$ cat src/rtl/sreg_pair_ctrl_pkg.sv
// sreg_pair_ctrl_pkg
//   Shared definitions for the shift-register pair-read controller:
//   FSM state encoding, default widths/capacity, index width, fetch
//   watchdog timeout and the lane ordering used on every 4-lane bus.
package sreg_pair_ctrl_pkg;

  localparam int unsigned DEF_WORD_WIDTH = 32;
  localparam int unsigned DEF_MAX_SIZE   = 19;
  localparam int unsigned IDX_W          = 5;
  localparam int unsigned WD_TIMEOUT     = 64;

  // Lane order on cmd_idx/cmd_mask/sr_idx/res_words: {hr,hl,lr,ll}, hr at MSB.
  localparam int unsigned LANES   = 4;
  localparam int unsigned LANE_LL = 0;
  localparam int unsigned LANE_LR = 1;
  localparam int unsigned LANE_HL = 2;
  localparam int unsigned LANE_HR = 3;

  typedef enum logic [2:0] {
    ST_IDLE  = 3'd0,
    ST_CLEAR = 3'd1,
    ST_LOAD  = 3'd2,
    ST_SERVE = 3'd3,
    ST_FETCH = 3'd4,
    ST_RESP  = 3'd5
  } state_e;

endpackage

$ cat src/rtl/sreg_pair_watchdog.sv
// sreg_pair_watchdog
//   Counts consecutive cycles spent waiting for read data. expired_o pulses
//   in the TIMEOUT-th consecutive enabled cycle without a kick.
//   Ports:
//     clk_i      clock
//     rst_n_i    synchronous active-low reset
//     en_i       counting enabled (controller is waiting for read data)
//     kick_i     read data arrived this cycle
//     expired_o  timeout reached this cycle
module sreg_pair_watchdog
  import sreg_pair_ctrl_pkg::*;
#(
  parameter int unsigned TIMEOUT = WD_TIMEOUT
) (
  input  logic clk_i,
  input  logic rst_n_i,
  input  logic en_i,
  input  logic kick_i,
  output logic expired_o
);

  localparam int unsigned CW = $clog2(TIMEOUT) + 1;

  logic [CW-1:0] cnt_q, cnt_d;

  always_comb begin
    cnt_d = cnt_q;
    if (!en_i || kick_i) begin
      cnt_d = '0;
    end else begin
      cnt_d = cnt_q + CW'(1);
    end
  end

  always_ff @(posedge clk_i) begin
    if (!rst_n_i) begin
      cnt_q <= '0;
    end else begin
      cnt_q <= cnt_d;
    end
  end

  assign expired_o = en_i && !kick_i && (cnt_q == CW'(TIMEOUT - 1));

endmodule

$ cat src/rtl/sreg_pair_ctrl.sv
// sreg_pair_ctrl
//   Session controller for an external shift register: clears it, loads
//   num_words words from a memory stream, then serves 4-lane fetch commands
//   until a command flagged last has been answered. All outputs registered.
//   Ports:
//     clk, rst_n                         clock, synchronous active-low reset
//     start, num_words                   session request and word count
//     mem_word/mem_valid/mem_ready       source word stream
//     cmd_valid/cmd_ready/cmd_idx/
//     cmd_mask/cmd_last                  fetch commands ({hr,hl,lr,ll})
//     res_valid/res_ready/res_words      fetch results
//     busy, err                          session active, sticky error
//     sr_word_in/sr_word_valid/
//     sr_word_accepted/sr_clear          shift-register load side
//     sr_idx/sr_idx_valid/sr_get_pair/
//     sr_pair_valid/sr_pair_words        shift-register read side
module sreg_pair_ctrl
  import sreg_pair_ctrl_pkg::*;
#(
  parameter int unsigned WORD_WIDTH = DEF_WORD_WIDTH,
  parameter int unsigned MAX_SIZE   = DEF_MAX_SIZE
) (
  input  logic                        clk,
  input  logic                        rst_n,
  input  logic                        start,
  input  logic [IDX_W-1:0]            num_words,
  input  logic [WORD_WIDTH-1:0]       mem_word,
  input  logic                        mem_valid,
  output logic                        mem_ready,
  input  logic                        cmd_valid,
  output logic                        cmd_ready,
  input  logic [LANES*IDX_W-1:0]      cmd_idx,
  input  logic [LANES-1:0]            cmd_mask,
  input  logic                        cmd_last,
  output logic                        res_valid,
  input  logic                        res_ready,
  output logic [LANES*WORD_WIDTH-1:0] res_words,
  output logic                        busy,
  output logic                        err,
  output logic [WORD_WIDTH-1:0]       sr_word_in,
  output logic                        sr_word_valid,
  input  logic                        sr_word_accepted,
  output logic                        sr_clear,
  output logic [LANES*IDX_W-1:0]      sr_idx,
  output logic [LANES-1:0]            sr_idx_valid,
  output logic                        sr_get_pair,
  input  logic                        sr_pair_valid,
  input  logic [LANES*WORD_WIDTH-1:0] sr_pair_words
);

  localparam logic [IDX_W-1:0] MAX_W = IDX_W'(MAX_SIZE);

  state_e                      state_q, state_d;
  logic [IDX_W-1:0]            num_q, num_d;
  logic [IDX_W-1:0]            cnt_q, cnt_d;
  logic [IDX_W-1:0]            cnt_inc;
  logic                        last_q, last_d;
  logic                        busy_q, busy_d;
  logic                        err_q, err_d;
  logic                        mem_ready_q, mem_ready_d;
  logic                        cmd_ready_q, cmd_ready_d;
  logic                        res_valid_q, res_valid_d;
  logic [LANES*WORD_WIDTH-1:0] res_words_q, res_words_d;
  logic [WORD_WIDTH-1:0]       sr_word_in_q, sr_word_in_d;
  logic                        sr_word_valid_q, sr_word_valid_d;
  logic                        sr_clear_q, sr_clear_d;
  logic [LANES*IDX_W-1:0]      sr_idx_q, sr_idx_d;
  logic [LANES-1:0]            sr_idx_valid_q, sr_idx_valid_d;
  logic                        sr_get_pair_q, sr_get_pair_d;

  logic [LANES-1:0]            lane_ok;
  logic [LANES-1:0]            eff_mask;
  logic                        idx_bad;
  logic [LANES*WORD_WIDTH-1:0] fetch_words;
  logic                        wd_expired;

  sreg_pair_watchdog #(
    .TIMEOUT (WD_TIMEOUT)
  ) u_watchdog (
    .clk_i     (clk),
    .rst_n_i   (rst_n),
    .en_i      (state_q == ST_FETCH),
    .kick_i    (sr_pair_valid),
    .expired_o (wd_expired)
  );

  // Lane qualification: an enabled lane pointing past the loaded words is
  // dropped from the read and flags an error.
  always_comb begin
    lane_ok     = '0;
    fetch_words = '0;
    for (int unsigned l = 0; l < LANES; l++) begin
      lane_ok[l] = cmd_idx[l*IDX_W +: IDX_W] < num_q;
      if (sr_idx_valid_q[l]) begin
        fetch_words[l*WORD_WIDTH +: WORD_WIDTH] = sr_pair_words[l*WORD_WIDTH +: WORD_WIDTH];
      end
    end
    eff_mask = cmd_mask & lane_ok;
    idx_bad  = |(cmd_mask & ~lane_ok);
  end

  assign cnt_inc = cnt_q + IDX_W'(1);

  always_comb begin
    state_d         = state_q;
    num_d           = num_q;
    cnt_d           = cnt_q;
    last_d          = last_q;
    busy_d          = busy_q;
    err_d           = err_q;
    mem_ready_d     = mem_ready_q;
    cmd_ready_d     = cmd_ready_q;
    res_valid_d     = res_valid_q;
    res_words_d     = res_words_q;
    sr_word_in_d    = sr_word_in_q;
    sr_word_valid_d = sr_word_valid_q;
    sr_clear_d      = sr_clear_q;
    sr_idx_d        = sr_idx_q;
    sr_idx_valid_d  = sr_idx_valid_q;
    sr_get_pair_d   = sr_get_pair_q;

    unique case (state_q)
      ST_IDLE: begin
        if (start) begin
          if (num_words != '0 && num_words <= MAX_W) begin
            num_d      = num_words;
            err_d      = 1'b0;
            busy_d     = 1'b1;
            sr_clear_d = 1'b1;
            state_d    = ST_CLEAR;
          end else begin
            err_d = 1'b1;
          end
        end
      end

      ST_CLEAR: begin
        sr_clear_d  = 1'b0;
        cnt_d       = '0;
        mem_ready_d = 1'b1;
        state_d     = ST_LOAD;
      end

      // mem_ready and sr_word_valid are never high together, so the two
      // handshakes below are mutually exclusive.
      ST_LOAD: begin
        if (mem_ready_q && mem_valid) begin
          sr_word_in_d    = mem_word;
          sr_word_valid_d = 1'b1;
          mem_ready_d     = 1'b0;
        end
        if (sr_word_valid_q && sr_word_accepted) begin
          sr_word_valid_d = 1'b0;
          cnt_d           = cnt_inc;
          if (cnt_inc == num_q) begin
            cmd_ready_d = 1'b1;
            state_d     = ST_SERVE;
          end else begin
            mem_ready_d = 1'b1;
          end
        end
      end

      ST_SERVE: begin
        if (cmd_valid && cmd_ready_q) begin
          sr_idx_d       = cmd_idx;
          sr_idx_valid_d = eff_mask;
          last_d         = cmd_last;
          err_d          = err_q | idx_bad;
          sr_get_pair_d  = 1'b1;
          cmd_ready_d    = 1'b0;
          state_d        = ST_FETCH;
        end
      end

      ST_FETCH: begin
        if (sr_pair_valid) begin
          res_words_d    = fetch_words;
          res_valid_d    = 1'b1;
          sr_get_pair_d  = 1'b0;
          sr_idx_valid_d = '0;
          state_d        = ST_RESP;
        end else if (wd_expired) begin
          res_words_d    = '0;
          res_valid_d    = 1'b1;
          err_d          = 1'b1;
          sr_get_pair_d  = 1'b0;
          sr_idx_valid_d = '0;
          state_d        = ST_RESP;
        end
      end

      ST_RESP: begin
        if (res_ready) begin
          res_valid_d = 1'b0;
          if (last_q) begin
            busy_d  = 1'b0;
            state_d = ST_IDLE;
          end else begin
            cmd_ready_d = 1'b1;
            state_d     = ST_SERVE;
          end
        end
      end

      default: begin
        state_d = ST_IDLE;
      end
    endcase
  end

  always_ff @(posedge clk) begin
    if (!rst_n) begin
      state_q         <= ST_IDLE;
      num_q           <= '0;
      cnt_q           <= '0;
      last_q          <= 1'b0;
      busy_q          <= 1'b0;
      err_q           <= 1'b0;
      mem_ready_q     <= 1'b0;
      cmd_ready_q     <= 1'b0;
      res_valid_q     <= 1'b0;
      res_words_q     <= '0;
      sr_word_in_q    <= '0;
      sr_word_valid_q <= 1'b0;
      sr_clear_q      <= 1'b0;
      sr_idx_q        <= '0;
      sr_idx_valid_q  <= '0;
      sr_get_pair_q   <= 1'b0;
    end else begin
      state_q         <= state_d;
      num_q           <= num_d;
      cnt_q           <= cnt_d;
      last_q          <= last_d;
      busy_q          <= busy_d;
      err_q           <= err_d;
      mem_ready_q     <= mem_ready_d;
      cmd_ready_q     <= cmd_ready_d;
      res_valid_q     <= res_valid_d;
      res_words_q     <= res_words_d;
      sr_word_in_q    <= sr_word_in_d;
      sr_word_valid_q <= sr_word_valid_d;
      sr_clear_q      <= sr_clear_d;
      sr_idx_q        <= sr_idx_d;
      sr_idx_valid_q  <= sr_idx_valid_d;
      sr_get_pair_q   <= sr_get_pair_d;
    end
  end

  assign mem_ready     = mem_ready_q;
  assign cmd_ready     = cmd_ready_q;
  assign res_valid     = res_valid_q;
  assign res_words     = res_words_q;
  assign busy          = busy_q;
  assign err           = err_q;
  assign sr_word_in    = sr_word_in_q;
  assign sr_word_valid = sr_word_valid_q;
  assign sr_clear      = sr_clear_q;
  assign sr_idx        = sr_idx_q;
  assign sr_idx_valid  = sr_idx_valid_q;
  assign sr_get_pair   = sr_get_pair_q;

endmodule

$ cat config.mk
export PLATFORM = sky130hd
export DESIGN_NAME = sreg_pair_ctrl
export DESIGN_NICKNAME = d
export VERILOG_FILES = /design/src/rtl/sreg_pair_ctrl_pkg.sv /design/src/rtl/sreg_pair_watchdog.sv /design/src/rtl/sreg_pair_ctrl.sv
export SDC_FILE = /design/constraint.sdc
export NUM_CORES = 1
export LEC_CHECK = 0
export CAP_MARGIN = 20
export CELL_PAD_IN_SITES_DETAIL_PLACEMENT = 1
export CELL_PAD_IN_SITES_GLOBAL_PLACEMENT = 1
export CORE_MARGIN = 5
export CORE_UTILIZATION = 26
export CTS_CLUSTER_SIZE = 14
export DETAILED_ROUTE_END_ITERATION = 8
export GPL_TIMING_DRIVEN = 0
export PLACE_DENSITY = 0.76
export SETUP_SLACK_MARGIN = 0.4
export SYNTH_ARGS = -nofsm -noshare
export SYNTH_HDL_FRONTEND = slang
export SYNTH_SLANG_ARGS = --single-unit
$ cat constraint.sdc
create_clock -name clk -period 1.9 [get_ports clk]
set_clock_uncertainty 0.1 [all_clocks]
set_input_delay 0.285 -clock clk [delete_from_list [all_inputs] [get_ports clk]]
set_output_delay 0.285 -clock clk [all_outputs]
set_load 0.02 [all_outputs]
==> reports/metrics.cfg <==
[outcome]
status = finished with violations
violations = setup timing

[layout]
nNetsFinal = 1608
stdcell_area_um2 = 15300
stdcell_count = 1811
n_fill_cell = 3357
regArea_um2 = 4330
syn_to_final_growth_pct = 89.5
drive_gt1_share_pct = 48.0
multi_input_area_um2 = 4800

[synth]
yosysWarnings = 0
yosysMostFrequentCell = dfxtp_1
netlist.area_leader.share_pct = 52.7
synth_fp_nets = 1117
synth-main-ff-cell = dfxtp_1
synth-seq-area-share_pct = 52.7
synth_seq_cells = 213
netlist-cell-type-count = 49
synth_cells = 901
async_flop_share_pct = 0
yosys.area.top_type = dfxtp_1
synthesis.area_um2 = 8090
synth_edf_count = 0
synthTopCellsByCount = dfxtp_1, nor2_1, a22oi_1
syn_area_per_cell_um2 = 8.98
synth_area_leaders = dfxtp_1, a22oi_1, nor2_1, nand2_1, a21oi_1

[timing]
drv_slew = 0
rsz0062_at_grt = true
tightestPinTransition_ns = 0.916
slew-limit-headroom_pct = 38.9
fin_crit_sh_pct = 115
setup_viol = 161
layout_min_cycle_time_ns = 2.18
final-hold-violation-count = 0
fin_hold_ws_ns = 0.127
fmax_mhz = 458
fin_ws_ns = -0.282

[die]
initial_core_util_pct = 26.4
die-width_um = 186
boundaryPins = 390
dieArea_um2 = 34700
die_h_um = 186
core_area_um2 = 30700
rows = 64

[clock_tree]
cts_tree = yes
cts_made_buffers = 26
clkLatencyLatePin_ns = 0.53
clock-sinks = 213
clk_pin_slew_ns = 0.06
clock_path_buffers = 3
ctsHoldBuffers = 0
cts_root_buf = clkbuf_16
htree_levels = 1

[global_routing]
grt_pass1_vias = 9643
antenna_found_initial = 3
grt_pass1_wl_um = 59100
grt.overflow.total = 0
grt_usage_pct = 21.2
grt_max_degree = 13

[power]
p_per_area_nw_per_um2 = 792
peakVddDrop_mv = 0.574
p_leak_uw = 0.00605

[critical_path]
cp_slowest_cell = or3_4
r2r_start = state_q[1]
crit_path_max_incr_delay_ns = 0.38
required_ns = 2.18
worst_r2r_path_depth = 9
endpoint = res_words[96]
worstReg2RegEnd = res_words[96]
path_cells = buf_6 > or2_0 > buf_2 > or3_4 > buf_12 > buf_16 > buf_8 > a22oi_2 > nor2_1
crit_path_start_kind = register
arrival_ns = 2.46
worst-path-max-fanout = 7
crit_type = reg -> reg
crit_path_end_kind = register
crit_start = state_q[1]
r2r_slack_ns = -0.28

[route]
drt-total-wl_um = 41100
antenna_left = 0
vias_per_cell = 4.95
drc_errors = 0
vias = 8969
drtPass1Iterations = 4
routedWlPerCell_um = 22.7
drt-initial-drc-count = 254

[placed_design]
dp_hpwl_um = 27300
place_area_um2 = 12600
dp_cells = 1685
dp_slack_ns = -0.821
io_buffers = 388
place.gp.congestion = 0.843

[min_path]
hold_class = in -> reg
worstHoldPathCells = 3

[flow_run]
maxCapViolations = 0

-- report_power, final --
group | switching (µW) | internal [µW]
registers | 113 | 4580
logic | 1160 | 1260
clock network | 2020 | 3010
-- cells by family after synthesis --
kind of cell | synth area share, %
AOI/OAI and AO/OA | 20.5
muxes | 1.01
DFF | 52.7
and+or+nand+nor | 16.7
xor gates and xnor gates | 1.19
buffers and inverters | 5.18
adders and majority gates | 2.78
-- final cells by class --
| cell class | instances | area share [%] |
|---|---|---|
| inverters | 11 | 0.269 |
| multi-input cells | 606 | 31.3 |
| well taps | 396 | 3.23 |
| plain buffers | 72 | 4.93 |
| flip-flops and latches | 213 | 28.2 |
| clock inverters | 8 | 0.473 |
| diodes | 3 | 0.0490 |
| repair buffers | 462 | 26.4 |
| clock buffers | 40 | 5.18 |
-- sequential cells by signal, summed over array words and instances, names as in the netlist, 3 cells and up --
signal	flops
sr_word_in	32
state_q	3
sr_idx_valid	4
u_watchdog.cnt_q	7
cnt_q	5
num_q	5
sr_idx	20
res_words	128
-- worst max-delay path: cells and delay by family (launching register included) --
| kind | cells | cell delay (ns) |
|---|---|---|
| buffers and inverters | 5 | 0.72 |
| AO/OA/AOI/OAI | 1 | 0.21 |
| AND/OR/NAND/NOR | 3 | 0.67 |
| flip-flops | 1 | 0.32 |
-- worst min-delay path by stage --
stage | from | end | slack, ns
floorplan | res_ready | res_valid | 0.28
CTS | rst_n | state_q[0] | 0.09
detailed placement | u_watchdog.cnt_q[0] | u_watchdog.cnt_q[0] | 0.31
global route | num_words[4] | num_q[4] | 0.13
finish | num_words[4] | num_q[4] | 0.13
global placement | u_watchdog.cnt_q[0] | u_watchdog.cnt_q[0] | 0.30
-- layout by cell type, fill, tap and decap left out, drive strengths merged, types with 3 or more instances in the layout --
cell type	Yosys	final
xor2	5	5
inv	11	11
a22oi	130	130
and2	4	4
clkinv	0	7
xnor2	6	6
ha	18	18
clkbuf	51	89
nand2	124	124
mux2i	7	7
nor3	6	6
nand4b	3	3
o2111ai	4	4
a21o	4	4
clkdlybuf4s50	0	194
nor2	151	151
a21oi	68	68
diode	0	3
o21ai	11	11
buf	21	289
dfxtp	213	213
o2bb2ai	5	5
and3	5	5
a21boi	4	4
nand2b	4	4
nand3	17	18
or3	3	3
a221oi	4	4
-- per-layer routing --
| metal | global-route usage, % | share of wire (%) | up-vias |
|---|---|---|---|
| met3 | 6.73 | 6.9 | 74 |
| met2 | 38.8 | 51 | 319 |
| met4 | 6.01 | 3.3 | 4 |
| met5 | 0 | 0.083 | - |
| met1 | 23.5 | 38 | 4412 |
| li1 | - | - | 4160 |
-- what timing repair did --
action / CTS / global route
endpoints found under the setup margin: 405 / 261
setup buffers: 39 / 16
resized for setup: 1137 / 225
cloned: 11 / 9
pin swaps: 119 / 103
-- stage by stage --
| step | total power [µW] | TNS, ns | utilization, % |
|---|---|---|---|
| after floorplan | 5510 | -2.45 | - |
| after global placement | 6310 | -99.30 | 41.0 |
| after detailed placement | 6350 | -102.55 | 41.0 |
| after CTS | 11900 | -20.18 | 46.4 |
| after global routing | 12600 | -34.10 | 50.0 |
| final | 12100 | -22.74 | 50.0 |
(Power assumes the default switching activity.)
